## src/rtl/sll_req_arbiter_if.sv

```systemverilog
// Requester-side and engine-side signals of the shared linked-list arbiter.
// The arbiter connects through the slave modport; the requester/engine side uses master.
interface sll_req_arbiter_if #(
    parameter int unsigned NUM_REQ    = 4,
    parameter int unsigned DATA_WIDTH = 8,
    parameter int unsigned MAX_NODE   = 8
);
    localparam int unsigned ADDR_WIDTH = $clog2(MAX_NODE + 1);
    localparam int unsigned ID_WIDTH   = $clog2(NUM_REQ);
    localparam int unsigned OP_WIDTH   = 3;

    logic [NUM_REQ-1:0]            req_valid;
    logic [OP_WIDTH*NUM_REQ-1:0]   req_op;
    logic [ADDR_WIDTH*NUM_REQ-1:0] req_addr;
    logic [DATA_WIDTH*NUM_REQ-1:0] req_data;
    logic [NUM_REQ-1:0]            resp_done;
    logic [DATA_WIDTH-1:0]         resp_data;
    logic [ADDR_WIDTH-1:0]         resp_next_addr;
    logic                          resp_fault;
    logic                          ll_op_start;
    logic [OP_WIDTH-1:0]           ll_op;
    logic [ADDR_WIDTH-1:0]         ll_addr_in;
    logic [DATA_WIDTH-1:0]         ll_data_in;
    logic                          ll_op_done;
    logic [DATA_WIDTH-1:0]         ll_data_out;
    logic [ADDR_WIDTH-1:0]         ll_next_node_addr;
    logic                          ll_fault;
    logic                          busy;
    logic [ID_WIDTH-1:0]           grant_id;

    modport slave (
        input  req_valid, req_op, req_addr, req_data,
               ll_op_done, ll_data_out, ll_next_node_addr, ll_fault,
        output resp_done, resp_data, resp_next_addr, resp_fault,
               ll_op_start, ll_op, ll_addr_in, ll_data_in, busy, grant_id
    );

    modport master (
        output req_valid, req_op, req_addr, req_data,
               ll_op_done, ll_data_out, ll_next_node_addr, ll_fault,
        input  resp_done, resp_data, resp_next_addr, resp_fault,
               ll_op_start, ll_op, ll_addr_in, ll_data_in, busy, grant_id
    );
endinterface

```

## src/rtl/sll_req_arbiter.sv

```systemverilog
// Round-robin arbiter that time-shares one singly-linked-list engine among NUM_REQ requesters,
// holding the engine request stable until op_done and returning the result as a one-hot pulse.
module sll_req_arbiter #(
    parameter int unsigned NUM_REQ    = 4,
    parameter int unsigned DATA_WIDTH = 8,
    parameter int unsigned MAX_NODE   = 8
) (
    input  logic             clk,
    input  logic             rst,
    sll_req_arbiter_if.slave arb_io
);
    localparam int unsigned ADDR_WIDTH = $clog2(MAX_NODE + 1);
    localparam int unsigned ID_WIDTH   = $clog2(NUM_REQ);
    localparam int unsigned IDW1       = ID_WIDTH + 1;
    localparam int unsigned OP_WIDTH   = 3;

    typedef enum logic [1:0] {
        ST_IDLE   = 2'd0,
        ST_ISSUE  = 2'd1,
        ST_REJECT = 2'd2,
        ST_RESP   = 2'd3
    } state_e;

    state_e                 state_q, state_d;
    logic [ID_WIDTH-1:0]    rr_ptr_q, rr_ptr_d;
    logic [ID_WIDTH-1:0]    grant_id_q, grant_id_d;
    logic [OP_WIDTH-1:0]    op_q, op_d;
    logic [ADDR_WIDTH-1:0]  addr_q, addr_d;
    logic [DATA_WIDTH-1:0]  data_q, data_d;
    logic                   op_start_q, op_start_d;
    logic [NUM_REQ-1:0]     resp_done_q, resp_done_d;
    logic [DATA_WIDTH-1:0]  resp_data_q, resp_data_d;
    logic [ADDR_WIDTH-1:0]  resp_next_q, resp_next_d;
    logic                   resp_fault_q, resp_fault_d;
    logic                   busy_q, busy_d;

    logic                   found;
    logic [ID_WIDTH-1:0]    sel;
    logic [IDW1-1:0]        cand_w;

    logic [OP_WIDTH-1:0]    req_op_arr   [NUM_REQ];
    logic [ADDR_WIDTH-1:0]  req_addr_arr [NUM_REQ];
    logic [DATA_WIDTH-1:0]  req_data_arr [NUM_REQ];

    // Unpack the flat per-requester payload buses.
    for (genvar g = 0; g < NUM_REQ; g++) begin : g_unpack
        assign req_op_arr[g]   = arb_io.req_op[OP_WIDTH*g +: OP_WIDTH];
        assign req_addr_arr[g] = arb_io.req_addr[ADDR_WIDTH*g +: ADDR_WIDTH];
        assign req_data_arr[g] = arb_io.req_data[DATA_WIDTH*g +: DATA_WIDTH];
    end

    function automatic logic op_is_legal(input logic [OP_WIDTH-1:0] op);
        return !(op == 3'd4 || op == 3'd6);
    endfunction

    always_ff @(posedge clk or posedge rst) begin : p_regs
        if (rst) begin
            state_q      <= ST_IDLE;
            rr_ptr_q     <= '0;
            grant_id_q   <= '0;
            op_q         <= '0;
            addr_q       <= '0;
            data_q       <= '0;
            op_start_q   <= 1'b0;
            resp_done_q  <= '0;
            resp_data_q  <= '0;
            resp_next_q  <= '0;
            resp_fault_q <= 1'b0;
            busy_q       <= 1'b0;
        end else begin
            state_q      <= state_d;
            rr_ptr_q     <= rr_ptr_d;
            grant_id_q   <= grant_id_d;
            op_q         <= op_d;
            addr_q       <= addr_d;
            data_q       <= data_d;
            op_start_q   <= op_start_d;
            resp_done_q  <= resp_done_d;
            resp_data_q  <= resp_data_d;
            resp_next_q  <= resp_next_d;
            resp_fault_q <= resp_fault_d;
            busy_q       <= busy_d;
        end
    end

    always_comb begin : p_next
        state_d      = state_q;
        rr_ptr_d     = rr_ptr_q;
        grant_id_d   = grant_id_q;
        op_d         = op_q;
        addr_d       = addr_q;
        data_d       = data_q;
        op_start_d   = op_start_q;
        resp_done_d  = '0;
        resp_data_d  = resp_data_q;
        resp_next_d  = resp_next_q;
        resp_fault_d = resp_fault_q;
        found        = 1'b0;
        sel          = '0;
        cand_w       = '0;

        // First pending requester at or after rr_ptr, wrapping modulo NUM_REQ.
        for (int k = 0; k < int'(NUM_REQ); k++) begin
            cand_w = {1'b0, rr_ptr_q} + IDW1'(k);
            if (cand_w >= IDW1'(NUM_REQ)) begin
                cand_w = cand_w - IDW1'(NUM_REQ);
            end
            if (!found && arb_io.req_valid[cand_w[ID_WIDTH-1:0]]) begin
                found = 1'b1;
                sel   = cand_w[ID_WIDTH-1:0];
            end
        end

        case (state_q)
            ST_IDLE: begin
                if (found) begin
                    grant_id_d = sel;
                    op_d       = req_op_arr[sel];
                    addr_d     = req_addr_arr[sel];
                    data_d     = req_data_arr[sel];
                    if (op_is_legal(req_op_arr[sel])) begin
                        state_d    = ST_ISSUE;
                        op_start_d = 1'b1;
                    end else begin
                        state_d = ST_REJECT;
                    end
                end
            end
            ST_ISSUE: begin
                if (arb_io.ll_op_done) begin
                    resp_data_d  = arb_io.ll_data_out;
                    resp_next_d  = arb_io.ll_next_node_addr;
                    resp_fault_d = arb_io.ll_fault;
                    resp_done_d  = NUM_REQ'(1) << grant_id_q;
                    op_start_d   = 1'b0;
                    state_d      = ST_RESP;
                end
            end
            ST_REJECT: begin
                resp_data_d  = '0;
                resp_next_d  = '0;
                resp_fault_d = 1'b1;
                resp_done_d  = NUM_REQ'(1) << grant_id_q;
                state_d      = ST_RESP;
            end
            ST_RESP: begin
                rr_ptr_d = (grant_id_q == ID_WIDTH'(NUM_REQ - 1)) ? '0
                                                                  : grant_id_q + ID_WIDTH'(1);
                state_d  = ST_IDLE;
            end
            default: begin
                state_d = ST_IDLE;
            end
        endcase

        busy_d = (state_d != ST_IDLE);
    end

    assign arb_io.resp_done      = resp_done_q;
    assign arb_io.resp_data      = resp_data_q;
    assign arb_io.resp_next_addr = resp_next_q;
    assign arb_io.resp_fault     = resp_fault_q;
    assign arb_io.ll_op_start    = op_start_q;
    assign arb_io.ll_op          = op_q;
    assign arb_io.ll_addr_in     = addr_q;
    assign arb_io.ll_data_in     = data_q;
    assign arb_io.busy           = busy_q;
    assign arb_io.grant_id       = grant_id_q;

endmodule
```

## src/flat_wrapper.sv

```systemverilog
// flat-port wrapper written by rule: the top's interface ports become plain ports
module sll_req_arbiter_flat 
#(
    parameter int unsigned NUM_REQ    = 4,
    parameter int unsigned DATA_WIDTH = 8,
    parameter int unsigned MAX_NODE   = 8
)
  (clk, rst, arb_io_req_valid, arb_io_req_op, arb_io_req_addr, arb_io_req_data, arb_io_ll_op_done, arb_io_ll_data_out, arb_io_ll_next_node_addr, arb_io_ll_fault, arb_io_resp_done, arb_io_resp_data, arb_io_resp_next_addr, arb_io_resp_fault, arb_io_ll_op_start, arb_io_ll_op, arb_io_ll_addr_in, arb_io_ll_data_in, arb_io_busy, arb_io_grant_id);
  sll_req_arbiter_if #(.NUM_REQ(NUM_REQ), .DATA_WIDTH(DATA_WIDTH), .MAX_NODE(MAX_NODE)) arb_io_i ();
  input  logic clk;
  input  logic rst;
  input wire logic [$bits(arb_io_i.req_valid)-1:0] arb_io_req_valid;
  input wire logic [$bits(arb_io_i.req_op)-1:0] arb_io_req_op;
  input wire logic [$bits(arb_io_i.req_addr)-1:0] arb_io_req_addr;
  input wire logic [$bits(arb_io_i.req_data)-1:0] arb_io_req_data;
  input wire logic [$bits(arb_io_i.ll_op_done)-1:0] arb_io_ll_op_done;
  input wire logic [$bits(arb_io_i.ll_data_out)-1:0] arb_io_ll_data_out;
  input wire logic [$bits(arb_io_i.ll_next_node_addr)-1:0] arb_io_ll_next_node_addr;
  input wire logic [$bits(arb_io_i.ll_fault)-1:0] arb_io_ll_fault;
  output wire logic [$bits(arb_io_i.resp_done)-1:0] arb_io_resp_done;
  output wire logic [$bits(arb_io_i.resp_data)-1:0] arb_io_resp_data;
  output wire logic [$bits(arb_io_i.resp_next_addr)-1:0] arb_io_resp_next_addr;
  output wire logic [$bits(arb_io_i.resp_fault)-1:0] arb_io_resp_fault;
  output wire logic [$bits(arb_io_i.ll_op_start)-1:0] arb_io_ll_op_start;
  output wire logic [$bits(arb_io_i.ll_op)-1:0] arb_io_ll_op;
  output wire logic [$bits(arb_io_i.ll_addr_in)-1:0] arb_io_ll_addr_in;
  output wire logic [$bits(arb_io_i.ll_data_in)-1:0] arb_io_ll_data_in;
  output wire logic [$bits(arb_io_i.busy)-1:0] arb_io_busy;
  output wire logic [$bits(arb_io_i.grant_id)-1:0] arb_io_grant_id;
  assign arb_io_i.req_valid = arb_io_req_valid;
  assign arb_io_i.req_op = arb_io_req_op;
  assign arb_io_i.req_addr = arb_io_req_addr;
  assign arb_io_i.req_data = arb_io_req_data;
  assign arb_io_i.ll_op_done = arb_io_ll_op_done;
  assign arb_io_i.ll_data_out = arb_io_ll_data_out;
  assign arb_io_i.ll_next_node_addr = arb_io_ll_next_node_addr;
  assign arb_io_i.ll_fault = arb_io_ll_fault;
  assign arb_io_resp_done = arb_io_i.resp_done;
  assign arb_io_resp_data = arb_io_i.resp_data;
  assign arb_io_resp_next_addr = arb_io_i.resp_next_addr;
  assign arb_io_resp_fault = arb_io_i.resp_fault;
  assign arb_io_ll_op_start = arb_io_i.ll_op_start;
  assign arb_io_ll_op = arb_io_i.ll_op;
  assign arb_io_ll_addr_in = arb_io_i.ll_addr_in;
  assign arb_io_ll_data_in = arb_io_i.ll_data_in;
  assign arb_io_busy = arb_io_i.busy;
  assign arb_io_grant_id = arb_io_i.grant_id;
  sll_req_arbiter #(.NUM_REQ(NUM_REQ), .DATA_WIDTH(DATA_WIDTH), .MAX_NODE(MAX_NODE)) u_core (.clk(clk), .rst(rst), .arb_io(arb_io_i));
endmodule
```

## config.mk

```make
export PLATFORM = sky130hd
export DESIGN_NAME = sll_req_arbiter_flat
export DESIGN_NICKNAME = d
export VERILOG_FILES = /design/src/rtl/sll_req_arbiter_if.sv /design/src/rtl/sll_req_arbiter.sv /design/src/flat_wrapper.sv
export SDC_FILE = /design/constraint.sdc
export NUM_CORES = 1
export LEC_CHECK = 0
export ABC_AREA = 0
export BUFFER_PORTS_ARGS = -buffer_cell sky130_fd_sc_hd__buf_2
export CORE_AREA = 4 4 111 81
export CTS_BUF_LIST = sky130_fd_sc_hd__clkbuf_2
export CTS_CLUSTER_DIAMETER = 200
export DETAILED_ROUTE_END_ITERATION = 10
export DIE_AREA = 0 0 115 85
export SLEW_MARGIN = 20
export SYNTH_ARGS = -nofsm -noshare
export SYNTH_HDL_FRONTEND = slang
export SYNTH_SLANG_ARGS = --single-unit
export TNS_END_PERCENT = 10
```

## constraint.sdc

```tcl
create_clock -name clk -period 3.5 [get_ports clk]
set_input_delay 0.35 -clock clk [delete_from_list [all_inputs] [get_ports clk]]
set_output_delay 0.35 -clock clk [all_outputs]
set_load 0.03 [all_outputs]
```

* Yosys cells after proc, flatten, opt, wreduce, memory -nomap -nowiden
Index checks and enable logic that the tools add are counted.
** Cells by class
- Multiplexer cells :: 46
- $mul :: 0
- Magnitude comparators :: 9
- Bitwise gates (word level) :: 1
- Reduce and logical (&&, ||, !) cells :: 14
- Add/subtract/negate cells :: 8
- Divide/modulo/power cells :: 0
- Shift operators :: 1
- Equality and inequality tests :: 9
** Operator list (number)
- $mux W2 :: 12
- $mux W8 :: 3
- $bmux W8 S2 :: 1
- $mux W4 :: 4
- $pmux W4 S2 :: 2
- $pmux W8 S2 :: 1
- $ge A3 B3 Y1 const B :: 4
- $lt A2 B3 Y1 const B :: 4
- $mux W1 :: 12
- $bmux W1 S2 :: 4
- $bmux W4 S2 :: 1
- $pmux W2 S4 :: 1
- $sub A2 B1 Y2 const B :: 4
- $add A2 B2 Y3 const B :: 2
- $bmux W3 S2 :: 1
- $eq A2 B2 Y1 const B :: 3
- $eq A3 B3 Y1 const B :: 2
- $mux W3 :: 2
- $reduce_bool A2 Y1 :: 3
- $ne A2 B2 Y1 const B :: 2
- $pmux W1 S2 :: 2
- $reduce_and A2 Y1 :: 2
- $reduce_and A4 Y1 :: 1
- $shl A1 B2 Y4 const A :: 1
- other kinds (10) :: 14
** Storage, ports and cells
- ROM bits :: 0
- Bits in registers :: 40
- Memories :: 0
- Bits in writable memories :: 0
- Word-level logic and storage cells :: 100
- Latch bits :: 0
- Bits of input ports :: 80
- Output and inout port bits :: 36

* Logic depth before layout (Yosys ltp)
- Word-level depth :: 24
- Depth in mapped cells :: 8

* Worst setup path before layout
No wires, ideal clock.
- Path kind :: reg-to-reg
- Start point :: reg u_core.rr_ptr_q[1]
- End point :: reg u_core.busy_q (netlist: u_core.arb_io.busy)
- Arrival time :: 2.088 ns
- Setup slack :: 1.285 ns
- Period minus slack after synthesis :: 2.215 ns
- Cell stages (with the launch flop) :: 8
- Cell sequence :: dfrtp_1 > mux2_4 > o221ai_2 > buf_2 > mux2i_1 > mux2i_1 > or2_1 > a311o_1
** On the way
- Longest elaborated chain between the ends :: 24
- Elaborated cells on any way between the ends :: 48
- Those cells by class :: add/sub (7); order compare (4); eq/ne (2); mux (26); bitwise (1); reduce/logical (8)
** Ends and longest elaborated chain
- from (decl) :: RTL line sll_req_arbiter.sv:25 : logic [ID_WIDTH-1:0] rr_ptr_q, rr_ptr_d;
- from (signal assigned) :: RTL line sll_req_arbiter.sv:72 : rr_ptr_q <= rr_ptr_d;
- branches (longest 21 deep; another with $add A2 B1 Y3)
- $mux W2 (*) :: RTL line sll_req_arbiter.sv:116 : if (found) begin
- $pmux W2 S4 (*) :: RTL line sll_req_arbiter.sv:114 : case (state_q)
- $reduce_bool A2 Y1 (*) :: RTL line sll_req_arbiter.sv:156 : busy_d = (state_d != ST_IDLE);
- named net u_core.busy_d :: RTL line sll_req_arbiter.sv:35 : logic busy_q, busy_d;
- to (signal assigned) :: RTL line sll_req_arbiter.sv:82 : busy_q <= busy_d;
- to (decl) :: RTL line sll_req_arbiter.sv:35
Mark *: on every way through the listed nets, which the timed path passes. The select of a mux whose other input is x is not followed.
A chain may end at the register's enable or synchronous reset.

* Worst setup path after layout
Same ends and word-level chain as after synthesis.

==> results.md <==
- Sequential Power Share: 29.8%
- First-pass GRT wire length: ~10 mm
- Setup Slack @ Placement: 1.12 ns
- Critical path required time: 3.82 ns
- RSZ-0062 raised after global routing: no
- Synth top area share: 42.9%
- Vias in the first global route: around 2100
- WS Path Type: reg -> reg
- PostCTS Resize Cnt: 0
- Internal: 1.41 mW
- Mapped cell area: 2330 µm²
- Final setup fails: 0
- Row cnt: 27
- WL/cell: between 10 and 15 µm
- GRT Total Usage: 13.2%
- Most common cell in the netlist: nand2_1
- CTS buffer count: 5
- Worst reg2reg path endpoint: u_core.arb_io.busy$_DFF_PP0_
- Crit path capture type: flop
- Max stage delay on crit path: just over 0.5 ns
- Asr flop ratio synth: 100%
- Worst slew pin tran: 0.870 ns
- Crit path max-delay cell type: dfrtp_1
- Placed wire-length estimate: 5.07 mm
- CTS clock-pin slew for the worst setup and hold paths: 0.23 ns
- Final #Nets: 447
- Initial antenna violation count: 0
- Mapped Nets: between 300 and 400
- Fin crit share: between 60% and 70%
- Synth Register Bits: 40
- Top delay family on crit path: compound AO/OA/AOI/OAI gates
- Die Span Y: 85 µm
- CTS sink cnt: 40
- Crit start category: flop
- Final hold vios: 0
- Fin worst setup slack: 1.12 ns
- IO buf count: 115
- Width of the die: about 120 µm
- Routed vias/inst: 4.62
- Filler-free cell count of the finished design: 459
- Die area: between 9000 and 10000 µm²
- Hold buffer count at CTS: 0
- Synthesis-to-layout area growth: 32.8%
- Switching pwr: 1.23 mW
- Clk pwr share: 13.1%
- IO Count: approximately 120
- Post-CTS Setup Bufs: 0
- Synthesized instance count: 247
- Via count: 2121
- H-Tree Depth: 2
- Max VDD drop: around 320 µV
- Outcome: finished, final reports clean
- Final GP Congestion: 0.718
- Worst slew margin: 41.9%
- P_leak: 1.65 nW
- # diodes: 0
- Origin of the critical flop-to-flop path: u_core.rr_ptr_q[1]$_DFFE_PP0N_
- Largest net degree at the start of global routing: 41
- Min-Delay Path Class: in -> async
- DRC violations left: 0
- Worst Path Arrival: 2.70 ns
- Max-cap violations: 0
- Sw Share: 46.6%
- Drt first-iter violations: 60
- Synth Flop Type: dfrtp_1
- Antenna viol nets, final: 0
- Post-route clock skew: 0.0285 ns
- Crit path time final: 2.38 ns
- CTS tree: yes
- GR Overflow Total: 0
- Clk_lat worst skew: about 0.4 ns
- Fmax: 420 MHz
- FF-to-FF setup slack: around 1.1 ns
- Final wirelength: 6.40 mm
- Avg Synthesized Cell Area: ~9.4 µm²
- Synth warn: 0
- Register area share after synthesis: 42.9%
- Biggest area consumer among synthesized cells: dfrtp_1
- Final TNS setup: 0 ns
- Pwr Density: ~850 nW/µm²
- Number of buffers and inverters on the critical path: 1
- R2R cell count: 7
- Slew Limit Fails: 0
- Share of cells above drive strength 1: between 40% and 50%
- Core area: just under 8000 µm²
- Max FO, Critical Path: 29
- Inst Count DP: 452
- Synth top area cells: dfrtp_1 (43%), mux2_2 (8.2%), mux2i_1 (8.2%)
- Logic gate share of total power: between 50 and 60%
- Top post-synthesis cells by count: nand2_1 (41), dfrtp_1 (40), o21ai_0 (38)
- Clock tree buffer depth: 2
- Post-synth cell types: 33
- Crit-path cells: a21o_1 -> a21oi_1 -> o22a_1 -> buf_4 -> mux2_2 -> or2_1 -> a311o_1
- Root buffer cell: clkbuf_2
- EDFF count, synth: 0
- Total iterations of the first detailed-routing run: 4
- Starting density of the core: 29.7%
## layout by cell type (no fill, tap or decap), types with 2 or more instances in the layout
cell type,Yosys,final
buf_2,3,115
nand2_1,41,41
dfrtp_1,40,40
o21ai_0,38,38
mux2i_1,19,19
inv_1,19,18
mux2_2,17,17
a22o_1,13,13
ha_1,9,9
a21oi_1,7,7
nor2_1,5,5
clkbuf_2,0,5
and2_1,4,4
buf_4,1,4
nor3_1,2,2
nor2b_1,2,2
bufinv_16,0,2
## per-stage QoR
step	util (%)	power (mW)	area [µm²]	hold WS [ns]
final	39.5	2.64	3100	0.0802
after CTS	39.5	2.69	3100	0.0764
after global placement	38.4	2.30	3010	0.456
after floorplan	-	1.89	2330	0.490
after detailed placement	38.4	2.33	3010	0.467
after global routing	39.5	2.88	3100	0.0919
## kinds of logic after synthesis
logic type      share of synthesized area, %
flops                                   42.9
fa+ha+maj                               4.83
simple gates                            10.7
mux                                     17.0
buf+inv                                 5.80
compound gates                          18.7
## worst register-to-register path, cell delays in order, from the launching register on
cell and delay (ns):
dfrtp_1 0.51, a21o_1 0.19, a21oi_1 0.15, o22a_1 0.14, buf_4 0.26, mux2_2 0.39, or2_1 0.28, a311o_1 0.36
## power groups by stage
| stage | clock network (mW) | logic (mW) | registers (mW) |
|---|---|---|---|
| 2_1_floorplan | 0 | 0.769 | 1.12 |
| 3_3_place_gp | 0 | 1.50 | 0.794 |
| 3_5_place_dp | 0 | 1.53 | 0.799 |
| 4_1_cts | 0.361 | 1.54 | 0.791 |
| 5_1_grt | 0.380 | 1.68 | 0.817 |
| 6_report | 0.347 | 1.51 | 0.789 |
## layer usage
layer	vias to the layer above	part of all wire, %	track usage (%)
li1	1076	-	-
met2	41	47	20.2
met1	998	47	18.0
met3	6	4.7	4.06
met5	-	0	0
met4	0	1.1	3.62
## sequential cells by signal (all words and copies together) (netlist names)
name and count:
u_core.arb_io.ll_data_in 8, u_core.arb_io.busy 1, u_core.arb_io.ll_op 3, u_core.state_q 2
u_core.arb_io.ll_addr_in 4, u_core.arb_io.resp_next_addr 4, u_core.arb_io.resp_data 8, u_core.arb_io.resp_fault 1
u_core.arb_io.resp_done 4, u_core.rr_ptr_q 2, u_core.arb_io.ll_op_start 1, u_core.arb_io.grant_id 2
## worst max path at each step
stage,start,to,slack (ns),cells after the start
floorplan,u_core.rr_ptr_q[1]$_DFFE_PP0N_,u_core.arb_io.busy$_DFF_PP0_,1.29,7
global placement,arb_io_req_valid[0],u_core.arb_io.busy$_DFF_PP0_,1.17,8
detailed placement,arb_io_req_valid[0],u_core.arb_io.busy$_DFF_PP0_,1.12,8
CTS,u_core.rr_ptr_q[1]$_DFFE_PP0N_,u_core.arb_io.busy$_DFF_PP0_,1.11,7
global route,u_core.rr_ptr_q[1]$_DFFE_PP0N_,u_core.arb_io.busy$_DFF_PP0_,1.0,7
finish,u_core.rr_ptr_q[1]$_DFFE_PP0N_,u_core.arb_io.busy$_DFF_PP0_,1.12,7
## layout make-up
type	count	area, µm²
fillers	797	4740
multi-input cells	173	1210
flip-flops and latches	40	1000
repair buffers	119	606
well taps	101	126
inverters	19	71.3
clock inverters	2	60.1
clock buffers	5	25.0
(Power assumes the default switching activity.)
